File: src/rtl/decoder_2x4_seq.sv
// decoder_2x4_seq: registered 2-to-4 decoder with valid/ready handshake and programmable hold time
// Ports: clk; rst_n (async, active-low); a[1:0] encoded index; valid/ready transfer handshake;
//        y[3:0] registered one-hot output (0 when idle); busy registered, equals (y != 0).
// Optional: define DECODER_2X4_GAP_EN to insert one forced zero GAP clock after every hold period.
module decoder_2x4_seq #(
  parameter int HOLD_CYCLES = 4,
  parameter int CNT_W       = 8
) (
  input  logic       clk,
  input  logic       rst_n,
  input  logic [1:0] a,
  input  logic       valid,
  output logic       ready,
  output logic [3:0] y,
  output logic       busy
);
`ifdef DECODER_2X4_GAP_EN
  typedef enum logic [1:0] {IDLE, DRIVE, GAP} state_t;
`else
  typedef enum logic {IDLE, DRIVE} state_t;
`endif
  state_t           state, state_n;
  logic [CNT_W-1:0] cnt, cnt_n;
  logic [3:0]       y_n;
  logic             busy_n, last, xfer;
  assign last = cnt == '0;
`ifdef DECODER_2X4_GAP_EN
  assign ready = state == IDLE;
`else
  // cnt is 0 in IDLE, so this is also the final-drive-cycle reload window
  assign ready = state == IDLE || last;
`endif
  assign xfer = valid && ready;
  always_ff @(posedge clk or negedge rst_n)
    if (!rst_n) begin
      state <= IDLE;
      cnt   <= '0;
      y     <= '0;
      busy  <= 1'b0;
    end else begin
      state <= state_n;
      cnt   <= cnt_n;
      y     <= y_n;
      busy  <= busy_n;
    end
  always_comb begin
    state_n = state;
    cnt_n   = last ? cnt : cnt - CNT_W'(1);
    y_n     = y;
    busy_n  = busy;
    if (xfer) begin
      state_n = DRIVE;
      cnt_n   = CNT_W'(HOLD_CYCLES - 1);
      y_n     = 4'b0001 << a;
      busy_n  = 1'b1;
    end else if (state == DRIVE && last) begin
      y_n     = '0;
      busy_n  = 1'b0;
`ifdef DECODER_2X4_GAP_EN
      state_n = GAP;
    end else if (state == GAP) begin
      state_n = IDLE;
`else
      state_n = IDLE;
`endif
    end
  end
endmodule

File: config.mk
export PLATFORM = sky130hd
export DESIGN_NAME = decoder_2x4_seq
export DESIGN_NICKNAME = d
export VERILOG_FILES = /design/src/rtl/decoder_2x4_seq.sv
export SDC_FILE = /design/constraint.sdc
export NUM_CORES = 1
export LEC_CHECK = 0
export BUFFER_PORTS_ARGS = -buffer_cell sky130_fd_sc_hd__buf_4
export CAP_MARGIN = 15
export CORE_MARGIN = 2
export CORE_UTILIZATION = 52
export DETAILED_ROUTE_END_ITERATION = 6
export PLACE_DENSITY = 0.83
export SKIP_CTS_REPAIR_TIMING = 1
export SYNTH_ARGS = -nofsm -noshare
export SYNTH_HDL_FRONTEND = slang
export SYNTH_SLANG_ARGS = --single-unit
File: constraint.sdc
create_clock -name clk -period 2.3 [get_ports clk]
set_clock_uncertainty 0.15 [all_clocks]
set_input_delay 0.345 -clock clk [delete_from_list [all_inputs] [get_ports clk]]
set_output_delay 0.345 -clock clk [all_outputs]
set_load 0.1 [all_outputs]
; Word level (Yosys, flattened, before mapping)
; Cells that the tools add are included.
[totals]
regBits = 13
latchBits = 0
mem_bits_rw = 0
romBits = 0
elab_cells = 18
memories = 0
[classes]
n_addsub = 1
multipliers = 0
div_mod_pow = 0
magnitude_cmp = 0
n_eq_ne = 1
shift = 1
n_mux = 6
n_bitwise = 1
reduce_logical = 5
[ops]
columns = op, count
row1 = 8-bit two-way mux, 2
row2 = 8-bit zero test, 1
row3 = 4-bit two-way mux, 2
row4 = "8-bit by 1-bit subtractor with 8-bit output, second input constant", 1
row5 = "1-bit by 2-bit << shifter with 4-bit output, first input constant", 1
row6 = 1-bit logical AND, 2
row7 = 1-bit two-way mux, 2
row8 = "2-bit by 1-bit inequality test with 1-bit output, second input constant", 1
row9 = 2-bit nonzero test, 1
row10 = 1-bit logical OR, 1
row11 = 1-bit NOT, 1

; Longest topological paths before layout
; Gate-level depths: netlist (run 1).
[depth]
depth_word = 4
ltp_mapped = 6
depth_no_buf = 5

; Least setup slack after synthesis (run 1)
; No wires, ideal clock.
[synth_path]
path_type = reg-to-output
from = reg cnt[0]
to = out ready
arrival_ns = 1.848
setup_slack_ns = -0.043
path_stages_with_launch = 6
cell_sequence = dfrtp_1 > inv_1 > ha_1 > nor3b_1 > nand2_1 > nand2_1
[synth_via]
elab_chain_len = 2
[synth_rtl]
columns = element, line_no
row1 = "start, declared", 23  ; logic [CNT_W-1:0] cnt, cnt_n;
row2 = "start signal, assigned", 42  ; cnt <= cnt_n;
row3 = 8-bit zero test, 26  ; assign last = cnt == '0;
row4 = 1-bit logical OR, 31  ; assign ready = state == IDLE || last;
row5 = "end, declared", 13  ; output logic ready,
; Every way passes these cells.

; Final worst setup path (run 1)
; Same ends and word-level chain as after synthesis.

==> results of run 1 <==
-- sequential cells by signal, summed over array words and instances (netlist names) --
register,flops
cnt,8
state,1
y,4
-- cell type report --
| class | instances | area, µm² | share of cell area |
|---|---|---|---|
| tap | 15 | 18.77 | 0.02259 |
| inverter | 7 | 26.28 | 0.03163 |
| clock buffer | 4 | 26.28 | 0.03163 |
| sequential | 13 | 325.3 | 0.3916 |
| multi-input combinational | 45 | 330.3 | 0.3976 |
| timing repair buffer | 13 | 103.9 | 0.1250 |
-- stage by stage --
stage / std cells / utilization
2_1_floorplan: 67 / -
3_5_place_dp: 92 / 0.6193
3_3_place_gp: 92 / 0.6193
4_1_cts: 96 / 0.6400
5_1_grt: 97 / 0.6548
6_report: 97 / 0.6548
-- cell families after synthesis --
| group | after synthesis | share of synthesized area |
|---|---|---|
| adder cells (fa/ha/maj) | 2 | 0.03623 |
| AND/OR/NAND/NOR | 19 | 0.1757 |
| flip-flops | 13 | 0.4710 |
| buffers and inverters | 9 | 0.06159 |
| AO/OA/AOI/OAI | 24 | 0.2555 |
-- path summary, 6_finish.rpt --
check,end,slack (ps),cells past startpoint
min,state,110,2
max in group asynchronous,y[1],1550,2
min reg2reg,y[1],350,1
max,ready,110,6
max reg2reg,cnt[1],310,6
min in group asynchronous,cnt[4],280,2
-- layer usage --
metal,vias up,part of all wire,track usage
li1,287,-,-
met1,296,0.47,0.2702
met2,20,0.48,0.3254
met3,3,0.035,0.05000
met4,0,0.018,0.1250
met5,-,0,0
-- critical path, delay by kind of cell (launching register included) --
kind | cells | cell delay, ps
adder cells (fa/ha/maj) | 1 | 210
buffers and inverters | 2 | 340
flip-flops | 1 | 420
AND/OR/NAND/NOR | 3 | 440
-- layout by cell type (no fill, tap or decap) --
cell type	count
o31ai_1	1
dfrtp_1	13
nand4b_1	1
o41ai_1	1
nor4b_1	1
nor3_1	3
o21bai_1	1
a31o_2	1
dlygate4sd3_1	1
nor2_1	3
buf_6	1
nand4_1	1
a21oi_1	7
a311o_1	1
or3b_2	1
o21ai_1	1
clkbuf_4	3
nand2_1	2
nor4_2	1
or4_4	1
a21bo_2	1
o21ai_0	1
a21o_1	1
inv_1	7
a41oi_1	1
o22ai_1	1
a211oi_1	1
nor3b_2	1
ha_1	2
a32o_1	4
nor2b_1	2
or4_1	1
buf_4	11
nand2_2	1
clkbuf_1	1
a211o_1	1
==> results.json, run 1 <==
{
  "status": "finished clean",
  "cts_buffers": 3,
  "wl_per_cell_um": 15.08,
  "preCtsSetupSlack_ps": 337.6,
  "root_buffer": "clkbuf_4",
  "maxSlewViolCount": 0,
  "worst_slack_ps": 109.3,
  "critPathKind": "reg -> out",
  "grt_max_degree": 14,
  "synth-edff-count": 0,
  "fin_area_um2": 830.8,
  "crit_path_cell_trace": "inv_1, ha_1, nor3b_2, nand2_1, nand2_2, buf_6",
  "critPathSlowestCell": "dfrtp_1",
  "first_pass_iters": 4,
  "ys_types": 32,
  "yosysMostFrequentCell": "dfrtp_1",
  "synth_area_leaders": "dfrtp_1, a32o_1, a21oi_1",
  "antenna_found_initial": 0,
  "setup_viol": 0,
  "period_share": 0.9525,
  "fillCellCount": 106,
  "diodes": 0,
  "syn2layout_area_growth_pct": 20.29,
  "rr_startpoint": "cnt[0]",
  "nets": 90,
  "synth_common_cells": "dfrtp_1, a21oi_1, inv_1",
  "clk_transition_reported_paths_ps": 80,
  "synth_cells": 67,
  "vias": 606,
  "place_hpwl_um": 1047,
  "cts_tree": "yes",
  "synth_top_area_share": 0.4710,
  "routed_via_density": 6.247,
  "ant_nets": 0,
  "grt_pass1_wl_um": 2166,
  "fin_crit_ps": 2191,
  "hold_viol": 0,
  "cts.sinks": 13,
  "crit_start": "cnt[0]",
  "dieArea_um2": 1636,
  "max-cap-violations": 0,
  "fmax_mhz": 456.5,
  "dpl_cell_area_um2": 785.8,
  "die_w_um": 40.45,
  "tightest_slew_ps": 385.7,
  "worstSetupStartpointType": "register",
  "cts-htree-levels": 1,
  "ys_seq_area_frac": 0.4710,
  "async_reset_ff_frac": 1.000,
  "hold_ws_ps": 113.8,
  "wl_um": 1463,
  "min_from": "valid",
  "yosys.area.top_type": "dfrtp_1",
  "cpPeakStageDelay_ps": 420,
  "rows": 13,
  "initial_utilization": 0.5444,
  "core_area_um2": 1269,
  "die_y_um": 40.45,
  "yosysWarnings": 0,
  "synth.ff_latch_count": 13,
  "syn_area_per_cell_um2": 10.31,
  "relSlewSlack": 0.7395,
  "netlist_area_um2": 690.7,
  "clockBufferDepth": 2,
  "clock_latency_ps": 280,
  "pin_count": 11,
  "globalplace.congestion": 0.8894,
  "worst_ep_arrival_time_ps": 1700,
  "synth_ff_type": "dfrtp_1",
  "rsz0062_at_grt": "no",
  "hp-class": "in -> reg",
  "grt_pass1_vias": 495,
  "grt_usage": 0.2125,
  "setup_tns_ps": 0,
  "endpoint_kind": "output pin",
  "cp_max_fo": 5,
  "drt_iter0_markers": 22,
  "drive_above_1_share": 0.2683,
  "crit_required_ps": 1800,
  "overflow": 0,
  "drc": 0,
  "port_buffers": 10,
  "syn_nets": 74
}
Power of run 1 is not shown: default switching activity piles up to over one toggle a cycle in this logic, so the estimate is an artifact.
==> run 2: changes to the inputs <==
Settings changed: ABC_AREA from default to 1, CORE_UTILIZATION 52 to 53, PLACE_DENSITY 0.83 to 0.84.
==> run 2 against run 1 <==
Against the previous run: fmax down 0.19%; routed wire length up 6.0%; sequential share of layout area down 1.9 points; cell count rose by 30%.
==> results.json, run 2 <==
{
  "status": "finished clean",
  "synth.ff_latch_count": 13,
  "port_buffers": 10,
  "clk_transition_reported_paths_ps": 80,
  "register_area_um2": 325.3,
  "largest_register_ffs": 8,
  "worst_ep_arrival_time_ps": 1700,
  "cts_buffers": 3,
  "rsz0062_at_grt": "no",
  "drive_above_1_share": 0.2613,
  "ys_seq_area_frac": 0.4319,
  "synth_top_area_share": 0.4319,
  "setup_tns_ps": 0,
  "multi_input_area_um2": 349.1,
  "globalplace.congestion": 0.7637,
  "drt_iter0_markers": 23,
  "rr_startpoint": "cnt[0]",
  "yosysWarnings": 0,
  "async_reset_ff_frac": 1.000,
  "pin_count": 11,
  "maxSlewViolCount": 0,
  "critPathKind": "reg -> out",
  "netlist_area_um2": 753.2,
  "fin_crit_ps": 2195,
  "wl_per_cell_um": 12.31,
  "syn2layout_area_growth_pct": 15.78,
  "power_leakage_nw": 0.4847,
  "ys_types": 20,
  "relSlewSlack": 0.7009,
  "die_w_um": 41.70,
  "clock_latency_ps": 280,
  "grt_usage": 0.2053,
  "hp-class": "in -> reg",
  "nets": 119,
  "tightest_slew_ps": 445.2,
  "root_buffer": "clkbuf_4",
  "clockBufferDepth": 2,
  "min_from": "valid",
  "max-cap-violations": 0,
  "yosys.area.top_type": "dfrtp_1",
  "vias": 686,
  "grt_max_degree": 14,
  "crit_start": "cnt[0]",
  "die_y_um": 41.70,
  "synth_cells": 97,
  "crit_path_cell_trace": "inv_1, ha_1, inv_1, nor2_1, nand2_4, nand2_4, buf_4",
  "endpoint_kind": "output pin",
  "initial_utilization": 0.5717,
  "synth_common_cells": "nand2_1, inv_1, nand3_1",
  "syn_nets": 104,
  "wl_um": 1551,
  "p_per_area_nw_per_um2": 1356,
  "diodes": 0,
  "fmax_mhz": 455.6,
  "synth-edff-count": 0,
  "hold_viol": 0,
  "ant_nets": 0,
  "worstSetupStartpointType": "register",
  "fillCellCount": 105,
  "layout_common_cells": "nand2_1, inv_1, nand3_1",
  "final_common_cell": "nand2_1",
  "core_area_um2": 1318,
  "drc": 0,
  "grt_pass1_wl_um": 2677,
  "cts_tree": "yes",
  "cts-htree-levels": 1,
  "dieArea_um2": 1739,
  "rows": 13,
  "yosysMostFrequentCell": "nand2_1",
  "worst-path-buf-inv": 3,
  "critPathSlowestCell": "dfrtp_1",
  "synth_ff_type": "dfrtp_1",
  "vdd_drop_max_v": 0.0006934,
  "largestRegisters": "cnt x8, y x4, state x1",
  "grt_pass1_vias": 604,
  "first_pass_iters": 4,
  "fin_util": 0.6619,
  "cp_max_fo": 7,
  "crit_required_ps": 1800,
  "routed_via_density": 5.444,
  "dpl_cell_area_um2": 835.8,
  "setup_viol": 0,
  "synth_area_leaders": "dfrtp_1, nand2_1, nand3_1",
  "period_share": 0.9543,
  "cpPeakStageDelay_ps": 400,
  "syn_area_per_cell_um2": 7.765,
  "place_hpwl_um": 1095,
  "regMostFlops": "cnt",
  "path_delay_family": "buffers and inverters",
  "fin_area_um2": 872.1,
  "cts.sinks": 13,
  "antenna_found_initial": 0,
  "overflow": 0
}
[run 2: worst paths after layout]
path | end | slack, ps | cells after the start
max | ready | 110 | 7
min reg2reg | y[3] | 370 | 2
max reg2reg | cnt[2] | 550 | 9
min in group asynchronous | y[1] | 320 | 2
min | state | 170 | 3
max in group asynchronous | cnt[5] | 1520 | 2
[run 2: report_power, final]
part	total (W)	switching (W)	internal [W]
clock network	0.000151	0.0000834	0.0000675
registers	0.000403	0.0000814	0.000322
logic	0.000628	0.000440	0.000189
total	0.00118	0.000605	0.000578
[run 2: area by class of cell]
cell class                      instances  area share
Timing Repair Buffer                   11     0.09756
Multi-Input combinational cell         65      0.4003
Clock buffer                            4     0.03013
Sequential cell                        13      0.3730
Tap cell                               15     0.02152
Inverter                               18     0.07747
[run 2: tightest hold or removal path: stages]
cell,delay [ps]
buf_4,90
inv_1,70
nand2_1,70
[run 2: kinds of logic after synthesis]
| kind of cell | Yosys count | synth area share |
|---|---|---|
| buffers and inverters | 19 | 0.1046 |
| AO/OA/AOI/OAI | 6 | 0.06313 |
| flip-flops | 13 | 0.4319 |
| XOR/XNOR | 1 | 0.01163 |
| AND/OR/NAND/NOR | 56 | 0.3555 |
| adder cells (fa/ha/maj) | 2 | 0.03322 |
[run 2: per-stage QoR]
stage,setup slack [ps],hold slack (ps),power [W],instances
finish,105.0,171.5,0.001183,126
CTS,107.5,-261.5,0.001181,125
detailed placement,430.1,46.06,0.001018,121
floorplan,280.2,-100.6,0.0008965,97
global placement,464.1,45.70,0.001004,121
global route,16.15,183.3,0.001267,126
[run 2: layer usage]
layer	vias to the layer above	GRT usage	wire [µm]
li1	334	-	-
met1	323	0.2612	646
met2	26	0.3438	797
met3	3	0.03913	85
met4	0	0.07742	22
met5	-	0	0
No activity file was read; power rests on OpenSTA's default activity.
